### src/rtl/fifo_rd_stream.sv
// Read-domain end of the async FIFO. It synchronizes the write Gray pointer,
// drives the memory read port, and presents FWFT data through a 2-deep
// out/skid buffer. It also returns the Gray read pointer and reports the fill
// level and almost-empty.
module fifo_rd_stream #(
  parameter int ASIZE         = 4,
  parameter int DSIZE         = 8,
  parameter int AEMPTY_THRESH = 2
) (
  input  logic             rclk,
  input  logic             rrst_n,
  input  logic [ASIZE:0]   wptr_gray,
  output logic [ASIZE:0]   rptr,
  output logic [ASIZE-1:0] raddr,
  output logic             rclken,
  input  logic [DSIZE-1:0] rdata_mem,
  output logic             m_valid,
  input  logic             m_ready,
  output logic [DSIZE-1:0] m_data,
  output logic [ASIZE+1:0] rlevel,
  output logic             raempty
);
  localparam int PW = ASIZE + 1;
  localparam int LW = ASIZE + 2;

  function automatic logic [PW-1:0] g2b(input logic [PW-1:0] g);
    logic [PW-1:0] b;
    b[PW-1] = g[PW-1];
    for (int i = PW - 2; i >= 0; i--) b[i] = b[i+1] ^ g[i];
    return b;
  endfunction

  logic [PW-1:0]    sync1_q, sync2_q, rbin_q, rbin_d, rptr_q, rptr_d;
  logic             s1_valid_q;
  logic             out_vld_q, out_vld_d, skid_vld_q, skid_vld_d;
  logic [DSIZE-1:0] out_data_q, out_data_d, skid_data_q, skid_data_d;
  logic [LW-1:0]    rlevel_q, rlevel_d;
  logic             raempty_q, raempty_d;

  logic [PW-1:0]    wbin_s, mem_cnt, mem_cnt_d;
  logic [1:0]       buf_cnt, buf_cnt_d;
  logic [2:0]       occ;
  logic             pop, issue;

  // Pointer arithmetic and the read-issue decision
  always_comb begin
    wbin_s    = g2b(sync2_q);
    mem_cnt   = wbin_s - rbin_q;
    pop       = out_vld_q & m_ready;
    buf_cnt   = {1'b0, out_vld_q} + {1'b0, skid_vld_q};
    // Occupancy after this edge of the slots a new read could land in.
    occ       = {2'b0, s1_valid_q} + {1'b0, buf_cnt} - {2'b0, pop};
    issue     = (mem_cnt != '0) && (occ < 3'd2);
    rbin_d    = rbin_q + PW'(issue);
    rptr_d    = rbin_d ^ (rbin_d >> 1);
    // The next sync2 value is sync1, so the next count uses it directly.
    mem_cnt_d = g2b(sync1_q) - rbin_d;
  end

  // Out/skid buffer next state; the write comes from the read issued last cycle
  always_comb begin
    out_vld_d   = out_vld_q;
    out_data_d  = out_data_q;
    skid_vld_d  = skid_vld_q;
    skid_data_d = skid_data_q;
    if (pop) begin
      if (skid_vld_q) begin
        out_data_d = skid_data_q;
        skid_vld_d = s1_valid_q;
        if (s1_valid_q) skid_data_d = rdata_mem;
      end else begin
        out_vld_d = s1_valid_q;
        if (s1_valid_q) out_data_d = rdata_mem;
      end
    end else if (s1_valid_q) begin
      if (!out_vld_q) begin
        out_vld_d  = 1'b1;
        out_data_d = rdata_mem;
      end else begin
        skid_vld_d  = 1'b1;
        skid_data_d = rdata_mem;
      end
    end
    buf_cnt_d = {1'b0, out_vld_d} + {1'b0, skid_vld_d};
    rlevel_d  = LW'(mem_cnt_d) + LW'(issue) + LW'(buf_cnt_d);
    raempty_d = (rlevel_d <= LW'(AEMPTY_THRESH));
  end

  // State registers; reset discards any in-flight read and buffered words
  always_ff @(posedge rclk or negedge rrst_n) begin
    if (!rrst_n) begin
      sync1_q     <= '0;
      sync2_q     <= '0;
      rbin_q      <= '0;
      rptr_q      <= '0;
      s1_valid_q  <= 1'b0;
      out_vld_q   <= 1'b0;
      out_data_q  <= '0;
      skid_vld_q  <= 1'b0;
      skid_data_q <= '0;
      rlevel_q    <= '0;
      raempty_q   <= 1'b1;
    end else begin
      sync1_q     <= wptr_gray;
      sync2_q     <= sync1_q;
      rbin_q      <= rbin_d;
      if (issue) rptr_q <= rptr_d;
      s1_valid_q  <= issue;
      out_vld_q   <= out_vld_d;
      out_data_q  <= out_data_d;
      skid_vld_q  <= skid_vld_d;
      skid_data_q <= skid_data_d;
      rlevel_q    <= rlevel_d;
      raempty_q   <= raempty_d;
    end
  end

  assign rclken  = issue;
  assign raddr   = rbin_q[ASIZE-1:0];
  assign rptr    = rptr_q;
  assign m_valid = out_vld_q;
  assign m_data  = out_data_q;
  assign rlevel  = rlevel_q;
  assign raempty = raempty_q;
endmodule
### config.mk
export PLATFORM = sky130hd
export DESIGN_NAME = fifo_rd_stream
export DESIGN_NICKNAME = d
export VERILOG_FILES = /design/src/rtl/fifo_rd_stream.sv
export SDC_FILE = /design/constraint.sdc
export NUM_CORES = 1
export LEC_CHECK = 0
export CORE_ASPECT_RATIO = 1.5
export CORE_MARGIN = 1
export CORE_UTILIZATION = 60
export CTS_CLUSTER_SIZE = 8
export DETAILED_ROUTE_END_ITERATION = 12
export DONT_BUFFER_PORTS = 1
export HOLD_SLACK_MARGIN = 0.15
export PLACE_DENSITY = 0.76
export SYNTH_ARGS = -nofsm -noshare
export SYNTH_HDL_FRONTEND = slang
export SYNTH_SLANG_ARGS = --single-unit
### constraint.sdc
create_clock -name rclk -period 6.7 [get_ports rclk]
set_input_delay 1.675 -clock rclk [delete_from_list [all_inputs] [get_ports rclk]]
set_output_delay 1.675 -clock rclk [all_outputs]
set_load 0.05 [all_outputs]
---- Yosys cells after proc, flatten, opt, wreduce, memory -nomap -nowiden ----
Index checks and enable logic that the tools add are counted.
storage, ports and cells
  flip-flop bits (word level) ............. 46
  word-level logic and storage cells ...... 58
  output and inout port bits .............. 26
cells by class
  $add $sub $neg .......................... 9
  bitwise operators ....................... 10
  reduce and logical (&&, ||, !) cells .... 7
  eq/ne operators ......................... 3
  mux-type cells .......................... 16
  order comparisons ....................... 2
operators by type and width
  operator                                                                 count
  8-bit 2-to-1 mux                                                         9
  5-bit subtractor                                                         2
  1-bit bitwise XOR                                                        8
  1-bit 2-to-1 mux                                                         7
  5-bit by 1-bit adder with 6-bit output                                   1
  6-bit by 2-bit adder with 6-bit output                                   1
  6-bit by 2-bit <= comparator with 1-bit output, second input constant    1
  2-bit nonzero test                                                       3
  5-bit by 1-bit adder with 5-bit output                                   1
  5-bit nonzero test                                                       1
  5-bit by 4-bit bitwise XOR with 5-bit output                             1
  1-bit by 1-bit adder with 2-bit output                                   2
  2-bit inequality test, second input constant                             2
  4-bit AND reduction                                                      1
  1-bit by 2-bit adder with 3-bit output                                   1
  3-bit by 2-bit < comparator with 1-bit output, second input constant     1
  3-bit AND reduction                                                      1
  3-bit by 1-bit subtractor with 3-bit output                              1
  2-bit by 1-bit inequality test with 1-bit output, second input constant  1
  1-bit AND                                                                1
  1-bit logical AND                                                        1

---- Longest topological paths before layout ----
  word-level depth ........................ 12
  mapped depth ............................ 18
  depth with buffers taken out ............ 18

---- Least setup slack after synthesis ----
Ideal clock, no wire load.
  kind .................................... input -> register
  from .................................... in m_ready
  to ...................................... reg rlevel_q[4] (netlist: rlevel[4])
  path slack .............................. 1.205 ns
  path buffers ............................ 0
  arrival time ............................ 5.365 ns
  cell stages on the path ................. 16
  library setup time ...................... 0.129 ns
  data required time ...................... 6.571 ns
  path through ............................ nand2_1 -> ha_1 -> ha_1 -> a21oi_1 -> xnor2_1 -> a41oi_2 -> ha_1 -> ha_1 -> fa_1 -> inv_1 -> ha_1 -> inv_1 -> fa_1 -> nor2_1 -> nand3b_1 -> xnor2_1
between the ends
  cells in the longest elaborated chain, start to end .. 8
  elaborated cells between the ends (all ways) .. 11
  those cells by class .................... 6 x add/sub; 1 x order compare; 2 x mux; 1 x bitwise; 1 x reduce/logical
ends and longest elaborated chain
  what                                           RTL line  RTL
  start, declared                                18        input logic m_ready,
  1-bit AND                                      49        pop = out_vld_q & m_ready;
  3-bit by 1-bit subtractor with 3-bit output    52        occ = {2'b0, s1_valid_q} + {1'b0, buf_cnt} - {2'b0, pop};
  3-bit by 2-bit < comparator with 1-bit output  53        issue = (mem_cnt != '0) && (occ < 3'd2);
  1-bit logical AND                              53
  named net rclken                               15        output logic rclken,
  5-bit by 1-bit adder with 5-bit output         54        rbin_d = rbin_q + PW'(issue);
  named net rbin_d[0]                            33        logic [PW-1:0] sync1_q, sync2_q, rbin_q, rbin_d, rptr_q, rptr_d;
  5-bit subtractor                               57        mem_cnt_d = g2b(sync1_q) - rbin_d;
  5-bit by 1-bit adder with 6-bit output         85        rlevel_d = LW'(mem_cnt_d) + LW'(issue) + LW'(buf_cnt_d);
  6-bit by 2-bit adder with 6-bit output         85
  named net rlevel_d[4]                          37        logic [LW-1:0] rlevel_q, rlevel_d;
  end signal, assigned                           113       rlevel_q <= rlevel_d;
  end, declared                                  37
The timed path passes the listed nets, and every way through them passes these cells.
A chain may end at the register's enable or synchronous reset.

---- Worst setup path after layout ----
  from .................................... in m_ready
  to ...................................... reg raempty_q (netlist: raempty)
between the ends
  cells in the longest elaborated chain, start to end .. 9
  elaborated cells between the ends (all ways) .. 12
  those cells by class .................... 6 x add/sub; 2 x order compare; 2 x mux; 1 x bitwise; 1 x reduce/logical
ends and longest elaborated chain
  what                                            RTL line  RTL
  1-bit AND                                       49
  3-bit by 1-bit subtractor with 3-bit output     52
  3-bit by 2-bit < comparator with 1-bit output   53
  1-bit logical AND                               53
  5-bit by 1-bit adder with 5-bit output          54
  named net rbin_d[1]                             33
  5-bit subtractor                                57
  5-bit by 1-bit adder with 6-bit output          85
  6-bit by 2-bit adder with 6-bit output          85
  6-bit by 2-bit <= comparator with 1-bit output  86        raempty_d = (rlevel_d <= LW'(AEMPTY_THRESH));
  named net raempty_d                             38        logic raempty_q, raempty_d;
  end signal, assigned                            114       raempty_q <= raempty_d;
  end, declared                                   38
The timed path passes the listed nets, and every way through them passes these cells.

==> impl_metrics.csv <==
group,metric,value,unit
clock_network,ctsLongestPathBuffers,2,
timing,rsz0062_at_grt,"false",
timing,fin_crit_sh,71.9,%
yosys,synth-simple-area-share,7.41,%
place,post-place-cells,230,
worst_setup_path,path_common_cell,"ha_1",
drt,route.detailed.drc,0,
yosys,ys.warnings.count,0,
layout,diodes,0,
floorplanning,dieArea,4030,um2
drt,num_vias,1321,
global_routing,grt_overflow,0,
min_path,hold_class,"flip-flop to flip-flop",
worst_setup_path,worstSetupPathDepth,16,
yosys,muxShareOfSynthArea,10.5,%
clock_network,clk_latency,0.29,ns
worst_setup_path,path_buf_inv,1,
clock_network,cts.sinks,46,
yosys,syn_nets,225,
layout,seq_area,1150,um2
yosys,syn_area,2260,um2
clock_network,post-cts-setup-buffers,0,
floorplanning,start_util,62.0,%
place,dpl.hpwl,2950,um
timing,maxSlewViolCount,0,
yosys,post_synth.cell_area_avg,11.8,um2
global_routing,grt_use_total,22.4,%
drt,vias_per_cell,5.55,
clock_network,cts_buffers,5,
global_routing,grt_first_pass_wirelength,6540,um
yosys,ys_ff_latch,46,
yosys,synth_xor_xnor_area_share,10.3,%
layout,post-route-util,66.7,%
yosys,syn_inst,191,
timing,worstMarginPinSlew,0.946,ns
timing,setup_viol,0,
layout,post_layout_nonfiller_instances,238,
worst_setup_path,cpPeakStageDelay,0.66,ns
yosys,synth_top_family_by_area,"adder cells",
job,max_cap_viol_count,0,
worst_setup_path,critical_path_class,"primary input to flip-flop",
yosys,seq_area_frac_synth,50.9,%
layout,drive_gt1_share,12.3,%
global_routing,antenna_found_initial,0,
drt,drt_iter0_drc,21,
clock_network,cts_tree,"built",
drt,antenna_left,0,
global_routing,grt_max_degree,47,
floorplanning,ios,42,
timing,maxSlewHeadroom,36.7,%
place,io_buffers,0,
drt,first_pass_iters,6,
layout,mostFrequentLayoutCells,"dfrtp_1, inv_1, nor2_1, ha_1, xnor2_1",
timing,max_freq,208,MHz
worst_setup_path,endpoint_kind,"flip-flop",
clock_network,cts_max_level,2,
worst_setup_path,cp_max_fo,5,
floorplanning,core,3650,um2
yosys,synth-adder-area-share,11.0,%
worst_setup_path,crit_family,"adder cells",
floorplanning,dieHeight,77.2,um
timing,fin_crit,4.82,ns
drt,wire_per_inst,16.1,um
global_routing,grt_pass1_vias,1453,
layout,synthToLayoutAreaGrowth,7.52,%
clock_network,clk_pin_slew,0.08,ns
layout,multi_input_area,1010,um2
place,place.gp.congestion,0.831,
worst_setup_path,critPathArrivalTime,5.03,ns
timing,clock_skew,0.00785,ns
yosys,yosys.cell_types.count,29,
worst_setup_path,path_cells,"nand2_1 > ha_1 > ha_1 > a21oi_1 > xnor2_1 > a41oi_2 > ha_1 > ha_1 > fa_1 > inv_1 > ha_1 > a21oi_1 > nor2_1 > nor3_1 > o2bb2ai_1 > nor3_1",
clock_network,cts_resized,0,
floorplanning,die_x,52.1,um
clock_network,ctsHoldBuffers,0,
layout,nFillCells,285,
min_path,holdPathStages,0,
yosys,synth_compound_area_share,5.48,%
layout,final_cell_area,2430,um2
timing,fin_setup_tns,0,ns
status,outcome,"completed",
floorplanning,rows,27,
worst_setup_path,worst_ep_required_time,6.91,ns
worst_setup_path,start_kind,"primary input",
layout,fin_nets,228,
worst_setup_path,cpMaxStageDelayCell,"fa_1",
layout,final_common_cell,"dfrtp_1",
place,place_area,2290,um2
worst_setup_path,reg2reg_depth,18,
clock_network,clockRootBuffer,"clkbuf_8",
drt,drt_wl_total,3840,um
timing,final-hold-violation-count,0,
per-layer routing:
layer | up-vias | track usage, % | part of all wire, %
li1 | 632 | - | -
met1 | 643 | 25.5 | 37
met2 | 37 | 38.2 | 55
met3 | 9 | 6.55 | 5.4
met4 | 0 | 8.42 | 2.7
met5 | - | 0 | 0
final timing paths:
check,start,to,slack (ns)
hold reg to reg,sync1_q[1],sync2_q[1],0.40
setup / recovery,m_ready,raempty,1.88
setup reg to reg,sync2_q[4],raempty,2.17
min in group asynchronous,rrst_n,rlevel[2],1.07
hold / removal,sync1_q[1],sync2_q[1],0.40
max in group asynchronous,rrst_n,raempty,5.46
area by class of cell:
cell class                      instances  share of cell area (%)
Multi-Input combinational cell        122                    41.5
Timing Repair Buffer                    1                   0.309
Sequential cell                        46                    47.4
Inverter                               18                    2.78
Clock inverter                          2                    2.47
Clock buffer                            6                    3.40
Tap cell                               43                    2.21
logic make-up after synthesis:
kind of cell / Yosys count
AOI/OAI and AO/OA: 21
muxes: 22
xor gates and xnor gates: 25
adders and majority gates: 18
and+or+nand+nor: 36
buffers and inverters: 23
DFF: 46
registers in the layout, indices dropped and copies added (netlist names):
name	flops
m_data	8
skid_data_q	8
rlevel	6
rbin_q	5
rptr	5
sync1_q	5
sync2_q	5
m_valid	1
raempty	1
s1_valid_q	1
skid_vld_q	1
cells in the mapped netlist:
master,count,share of area [%]
nor2b_1,1,0.28
or2_1,1,0.28
fa_1,3,2.7
dfstp_2,1,1.2
nand2b_1,3,0.83
o21ai_0,4,0.88
nand3_1,2,0.44
o2bb2ai_1,1,0.39
ha_1,15,8.3
o21a_1,1,0.33
xnor2_1,14,5.4
mux2i_1,9,4.0
o22ai_1,1,0.28
and3_1,1,0.28
nor3_1,3,0.66
a41oi_2,1,0.72
nand3b_1,1,0.33
xnor3_1,1,1.0
mux2_2,13,6.5
nand4b_1,1,0.39
a21oi_1,13,2.9
and2_1,1,0.28
xor2_1,10,3.9
nand2_1,7,1.2
nor2_1,15,2.5
clkbuf_1,1,0.17
buf_4,4,1.3
inv_1,18,3.0
dfrtp_1,45,50
metrics by stage:
step | hold WS, ns | setup slack (ns)
final | 0.396 | 1.88
after global routing | 0.415 | 1.70
after CTS | 0.400 | 1.89
after detailed placement | 0.381 | 1.65
after global placement | 0.376 | 1.72
after floorplan | 0.372 | 1.21
Power is left out: the tool's default activity adds up to more than one toggle a clock period on the data nets, which glitch-free logic cannot reach.
